### config.mk
export PLATFORM = sky130hd
export DESIGN_NAME = switch_event_arbiter
export DESIGN_NICKNAME = d
export VERILOG_FILES = /design/src/rtl/switch_pkg.sv /design/src/rtl/rr_select.sv /design/src/rtl/switch_event_arbiter.sv
export SDC_FILE = /design/constraint.sdc
export NUM_CORES = 1
export LEC_CHECK = 0
export BUFFER_PORTS_ARGS = -buffer_cell sky130_fd_sc_hd__buf_2
export CAP_MARGIN = 10
export CELL_PAD_IN_SITES_DETAIL_PLACEMENT = 1
export CELL_PAD_IN_SITES_GLOBAL_PLACEMENT = 2
export CORE_MARGIN = 2
export CORE_UTILIZATION = 42
export CTS_BUF_LIST = sky130_fd_sc_hd__clkbuf_4
export CTS_CLUSTER_DIAMETER = 50
export DETAILED_ROUTE_END_ITERATION = 10
export MAX_ROUTING_LAYER = met4
export PLACE_DENSITY = 0.86
export SLEW_MARGIN = 30
export SYNTH_ARGS = -nofsm -noshare
export SYNTH_HDL_FRONTEND = slang
export SYNTH_HIERARCHICAL = 1
export SYNTH_SLANG_ARGS = --single-unit
### constraint.sdc
create_clock -name clk -period 14.9 [get_ports clk]
set_input_delay 0.745 -clock clk [delete_from_list [all_inputs] [get_ports clk]]
set_output_delay 0.745 -clock clk [all_outputs]
set_load 0.05 [all_outputs]
### src/rtl/switch_pkg.sv
// Shared types and defaults for the switch event path.
package switch_pkg;

    localparam int NUM_BITS_DEF = 18;
    localparam int CNT_W_DEF    = 8;

    typedef enum logic {
        IDLE  = 1'b0,
        OFFER = 1'b1
    } arb_state_e;

    // Index width for an n-entry vector; never narrower than one bit.
    function automatic int idx_width(input int n);
        return (n <= 1) ? 1 : $clog2(n);
    endfunction

endpackage

### src/rtl/rr_select.sv
// Combinational round-robin picker: first set bit at or above ptr_i, wrapping.
module rr_select
    import switch_pkg::*;
#(
    parameter int NUM_BITS = NUM_BITS_DEF,
    parameter int IDX_W    = idx_width(NUM_BITS)
) (
    input  logic [NUM_BITS-1:0] req_i,
    input  logic [IDX_W-1:0]    ptr_i,
    output logic                found_o,
    output logic [IDX_W-1:0]    idx_o
);

    always_comb begin
        found_o = 1'b0;
        idx_o   = '0;
        for (int k = 0; k < NUM_BITS; k++) begin
            int j;
            j = int'(ptr_i) + k;
            if (j >= NUM_BITS) j = j - NUM_BITS;
            if (!found_o && req_i[j]) begin
                found_o = 1'b1;
                idx_o   = IDX_W'(j);
            end
        end
    end

endmodule

### src/rtl/switch_event_arbiter.sv
// Latches switch edge pulses as sticky requests and serves them round-robin
// over a valid/ready handshake, counting edges lost to an already-pending bit.
module switch_event_arbiter
    import switch_pkg::*;
#(
    parameter int  NUM_BITS = NUM_BITS_DEF,
    parameter int  CNT_W    = CNT_W_DEF,
    localparam int IDX_W    = idx_width(NUM_BITS)
) (
    input  logic                clk,
    input  logic                rst_n,
    input  logic [NUM_BITS-1:0] sw_edge,
    output logic                evt_valid,
    output logic [IDX_W-1:0]    evt_idx,
    input  logic                evt_ready,
    output logic [NUM_BITS-1:0] pending,
    output logic [CNT_W-1:0]    overrun_cnt
);

    arb_state_e          state_q, state_d;
    logic [NUM_BITS-1:0] pending_q, pending_d;
    logic [IDX_W-1:0]    idx_q, idx_d;
    logic [IDX_W-1:0]    rr_ptr_q, rr_ptr_d;
    logic [CNT_W-1:0]    ovr_q, ovr_d;

    logic                accept;
    logic [NUM_BITS-1:0] clr;
    logic                drop;
    logic                sel_found;
    logic [IDX_W-1:0]    sel_idx;

    rr_select #(
        .NUM_BITS (NUM_BITS),
        .IDX_W    (IDX_W)
    ) u_rr_select (
        .req_i   (pending_q),
        .ptr_i   (rr_ptr_q),
        .found_o (sel_found),
        .idx_o   (sel_idx)
    );

    assign accept = (state_q == OFFER) && evt_ready;
    assign clr    = accept ? (NUM_BITS'(1) << idx_q) : '0;

    // A new edge wins over the clear, so a bit re-hit on its accept cycle stays pending.
    assign pending_d = (pending_q & ~clr) | sw_edge;
    assign drop      = |(sw_edge & pending_q & ~clr);
    assign ovr_d     = (drop && (ovr_q != {CNT_W{1'b1}})) ? ovr_q + CNT_W'(1) : ovr_q;

    always_comb begin
        state_d  = state_q;
        idx_d    = idx_q;
        rr_ptr_d = rr_ptr_q;
        case (state_q)
            IDLE: begin
                if (sel_found) begin
                    idx_d   = sel_idx;
                    state_d = OFFER;
                end
            end
            OFFER: begin
                if (evt_ready) begin
                    rr_ptr_d = (idx_q == IDX_W'(NUM_BITS - 1)) ? '0 : idx_q + IDX_W'(1);
                    state_d  = IDLE;
                end
            end
            default: state_d = IDLE;
        endcase
    end

    always_ff @(posedge clk or negedge rst_n) begin
        if (!rst_n) begin
            state_q   <= IDLE;
            pending_q <= '0;
            idx_q     <= '0;
            rr_ptr_q  <= '0;
            ovr_q     <= '0;
        end else begin
            state_q   <= state_d;
            pending_q <= pending_d;
            idx_q     <= idx_d;
            rr_ptr_q  <= rr_ptr_d;
            ovr_q     <= ovr_d;
        end
    end

    assign evt_valid   = (state_q == OFFER);
    assign evt_idx     = idx_q;
    assign pending     = pending_q;
    assign overrun_cnt = ovr_q;

endmodule

* After elaboration in Yosys (flattened, before gate mapping)
Index checks and enable logic that the tools add are counted.
** Word-level totals
- Register bits :: 37
- Bits of input ports :: 21
- Output and inout port bits :: 32
- Logic and storage cells :: 239
** Cells by class
- $add $sub $neg :: 37
- $lt $le $gt $ge :: 36
- Eq/ne operators :: 2
- Shifts and indexed selects :: 1
- Multiplexer cells :: 113
- Bitwise operators :: 6
- Reductions and logical operators :: 39
** Operator list (count)
- $lt 32x7->1 const B :: 18
- $mux 32 :: 18
- $ge 32x6->1 const B :: 17
- $sub 32x6->32 const B :: 17
- $mux 5 :: 19
- $bmux 1 s5 :: 18
- $mux 1 :: 56
- $and 18x18->18 :: 3
- $add 5x4->6 const B :: 8
- $add 5x3->6 const B :: 4
- $logic_and 1x1->1 :: 19
- $mux 18 :: 1
- $not 18->18 :: 1
- $or 18x18->18 :: 1
- $reduce_or 18->1 :: 1
- $shl 1x5->18 const A :: 1
- $logic_not 1->1 :: 17
- $add 5x2->6 const B :: 2
- $add 5x5->6 const B :: 2
- $add 8x1->8 const B :: 1
- $ne 8x8->1 const B :: 1
- $add 5x1->6 const B :: 1
- $sub 5x5->6 const B :: 1
- $add 5x1->5 const B :: 1
- 5 further kinds :: 6

* Longest topological paths before layout
- Word-level depth :: 59
- Depth in mapped cells :: 26
- Mapped depth without buffers :: 19

* Cells and area by module
The synthesis kept the hierarchy.
** Modules (own cells, without submodules)
- rr_select :: instances 1, cells an instance 1095, area each 7847.5 µm², seq. area each 0.0 µm²
- switch_event_arbiter :: instances 1, cells an instance 189, area each 1946.9 µm², seq. area each 925.9 µm²

* Worst setup path before layout
No wires, ideal clock.
- Path kind :: flip-flop to flip-flop
- From :: reg rr_ptr_q[1]
- To :: reg idx_q[4], in the netlist evt_idx[4]
- Setup time :: 0.125 ns
- Data arrival time :: 5.818 ns
- Required time :: 14.775 ns
- Setup slack :: 8.958 ns
- Stages on the path, launching flop included :: 24
- Path buffers :: 6
- Path through :: dfrtp_1 > buf_2 > clkinv_1 > buf_1 > ha_1 > buf_2 > inv_1 > clkbuf_1 > buf_1 > ha_1 > inv_1 > a2111oi_4 > o21ai_4 > xnor2_2 > mux4_2 > o2bb2ai_2 > nor4_4 > and3_1 > buf_4 > nand3_2 > o31a_1 > a2111oi_1 > o21ai_1 > mux2_2
** Between the ends
- Elaborated cells on any way between the ends :: 196
** RTL lines
- start: declaration :: line switch_event_arbiter.sv:23 : logic [IDX_W-1:0] rr_ptr_q, rr_ptr_d;
- start signal: assignment :: line switch_event_arbiter.sv:82 : rr_ptr_q <= rr_ptr_d;
- parallel branches: the longest is 56 deep, another holds $sub 32x6->32
- $mux 5 * :: line rr_select.sv:21 : if (!found_o && req_i[j]) begin
- named net sel_idx[4] :: line switch_event_arbiter.sv:30 : logic [IDX_W-1:0] sel_idx;
- end signal: assignment :: line switch_event_arbiter.sv:81 : idx_q <= idx_d;
- end: declaration :: line switch_event_arbiter.sv:22 : logic [IDX_W-1:0] idx_q, idx_d;
Mark *: on every way through the listed nets, which the timed path passes. The select of a mux whose other input is x is not followed.
A chain may end at the register's enable or synchronous reset.

* Final worst setup path
- From :: reg rr_ptr_q[1]
- To :: reg idx_q[4], in the netlist evt_idx[4]
** Between the ends
- Longest elaborated chain between the ends :: 58
- Elaborated cells on any way between the ends :: 196
** RTL lines
- parallel branches: the longest is 56 deep, another holds $sub 32x6->32
- $mux 1 * :: line rr_select.sv:21
- named net sel_found :: line switch_event_arbiter.sv:29 : logic sel_found;
- $reduce_and 2->1 (no line) *
Marked as above.

==> results.json <==
{
  "design.core.area_mm2": 0.02278,
  "clkTransAtPathRegs_ns": 0.12,
  "area.growth.synth_to_final_pct": 5.136,
  "slew_headroom_pct": 32.49,
  "synthFlopType": "dfrtp_1",
  "finalSetupViolCount": 0,
  "vias": 11270,
  "wl_per_cell_um": 28.09,
  "nNetsFinal": 1351,
  "fin_skew_ns": 0.009869,
  "yosysWarnings": 6,
  "htreeDepth": 2,
  "insertion_delay_ns": 0.37,
  "critical_path.max_stage_delay_ns": 0.61,
  "crit_buf_inv": 6,
  "gp_congestion": 1.037,
  "ant_nets": 0,
  "first_iter_violations": 1005,
  "port_buffers": 52,
  "overflow": 0,
  "rsz0062_at_grt": "no",
  "finalWirelength_um": 45110,
  "postCtsSetupRepairBufs": 0,
  "via_per_inst": 7.019,
  "layout_commonest_cell": "nand2_1",
  "synthAdderAreaFrac_pct": 4.982,
  "yosysTopAreaCell": "dfrtp_1",
  "synthMuxAreaShare_pct": 13.73,
  "period_minus_slack_ns": 6.601,
  "cp_max_fo": 53,
  "fin_setup_tns_ns": 0,
  "cts_buffer_depth": 2,
  "io_pins": 53,
  "synth_top_family_by_area": "compound AO/OA/AOI/OAI gates",
  "grt_pass1_vias": 11050,
  "path_cells": "clkinv_1 -> buf_4 -> ha_2 -> buf_4 -> inv_1 -> buf_4 -> ha_1 -> inv_1 -> a221oi_1 -> or2_2 -> a211oi_1 -> o21ai_0 -> nand3b_1 -> nor4b_1 -> nand3_1 -> nand3b_1 -> nor2b_1 -> mux2_2",
  "status": "finished, final reports clean",
  "layout_common_cells": "142 x nand2_1, 93 x nor2_1, 92 x a21oi_1",
  "gr-usage-all-layers_pct": 37.48,
  "ys_ff_latch": 37,
  "start_util_pct": 43.00,
  "cts_resized": 0,
  "cts_buffers": 5,
  "netlist-cell-type-count": 120,
  "finalMaxSlewViolations": 0,
  "cp.required_ns": 15.16,
  "die_area_mm2": 0.02456,
  "die_h_um": 156.7,
  "clock-root-buffer": "clkbuf_4",
  "die_w_um": 156.7,
  "synth_top_area_share_pct": 9.453,
  "yosys-top-cells-area": "dfrtp_1 9.5%, mux2i_1 5.5%, nand2_1 5.4%",
  "drive_above_1_share_pct": 16.02,
  "place_area_mm2": 0.01021,
  "hold_class": "in2async",
  "synth_edf_count": 0,
  "hold_viol": 0,
  "drc": 0,
  "synth.net_count": 1344,
  "grt_pass1_wl_um": 67790,
  "synth_cells": 1284,
  "hold_buffers": 0,
  "design_area_mm2": 0.01030,
  "async_flop_share_pct": 100.0,
  "synthXorXnorAreaFrac_pct": 5.314,
  "grt_max_degree": 54,
  "cp_common_cell": "buf_4",
  "dr.pass1.iters": 5,
  "cp-end-kind": "register",
  "synth_compound_area_share_pct": 36.11,
  "drv_cap": 0,
  "cts_tree": "done",
  "critical_path.top_delay_family": "simple AND/OR/NAND/NOR gates",
  "rows": 55,
  "hpwl_um": 34870,
  "worstMarginPinSlew_ns": 0.9871,
  "cts.sinks": 37,
  "fin_crit_sh_pct": 44.30,
  "fmax_mhz": 151.5,
  "synth_simple_gate_area_share_pct": 24.91,
  "cp.arrival_ns": 6.86,
  "ys_seq_area_share_pct": 9.453,
  "syn_area_mm2": 0.009794,
  "critPathSlowestCell": "a221oi_1",
  "antenna_found_initial": 1,
  "crit_type": "reg2reg",
  "syn_area_per_cell_um2": 7.628,
  "critPathLaunchType": "register"
}
## kinds of logic after synthesis
group                    count (synthesis)
AO/OA/AOI/OAI                          481
multiplexers                           103
adder cells (fa/ha/maj)                 39
XOR/XNOR                                53
flip-flops                              37
AND/OR/NAND/NOR                        464
buffers and inverters                  107
## per-layer routing
layer	GRT usage, %	share of wire, %
met3	7.533	8.8
met1	46.99	42
met2	55.95	43
met4	21.54	6.5
met5	-	0
## sequential cells by signal, summed over array words and instances, names as in the netlist
name         count
evt_valid        1
rr_ptr_q         5
overrun_cnt      8
evt_idx          5
pending         18
## path summary, 6_finish.rpt
check                      cells after the start        endpoint  slack (ns)           start
max in group asynchronous                      1     rr_ptr_q[0]       13.78           rst_n
min                                            1  overrun_cnt[1]        0.49           rst_n
max reg2reg                                   18      evt_idx[4]        8.30     rr_ptr_q[1]
min reg2reg                                    1  overrun_cnt[0]        0.54  overrun_cnt[0]
min in group clk                               1  overrun_cnt[0]        0.54  overrun_cnt[0]
max                                           18      evt_idx[4]        8.30     rr_ptr_q[1]
## cell type report
class | count | area (um^2)
fillers | 2904 | 12480
multi-input cells | 1140 | 8349
flip-flops and latches | 37 | 929.6
repair buffers | 73 | 417.9
well taps | 313 | 391.6
inverters | 34 | 127.6
clock buffers | 6 | 45.04
clock inverters | 2 | 33.78
diodes | 1 | 2.502
## Yosys cell counts (all sizes together), types with 8 or more instances
library cell,instances
nand3b,10
a221oi,11
and3,8
o31ai,21
nand2b,19
o21ai,80
o22ai,11
nand2,144
clkbuf,22
nand4,17
a32oi,9
dfrtp,37
nor4,13
a21boi,12
o211ai,24
a2111oi,17
o21a,15
mux4,21
a211oi,25
buf,51
a211o,8
ha,39
and2,15
nand3,37
nor3,37
mux2,26
or3,13
a21o,27
a21oi,95
nor2,94
mux2i,56
nor2b,15
xnor2,50
inv,33
o221ai,8
a31oi,25
## through the flow
stage               utilization (%)  cells  worst slack, ns  hold slack, ns
CTS                           45.18   1605            8.485          0.5070
global placement              44.81   1597            8.588          0.5096
detailed placement            44.83   1597            8.490          0.5253
finish                        45.21   1606            8.299          0.4876
global route                  45.21   1606            7.829          0.5199
floorplan                         -   1284            8.958          0.4494
Power is left out: the tool's default activity adds up to more than one toggle a clock period on the data nets, which glitch-free logic cannot reach.
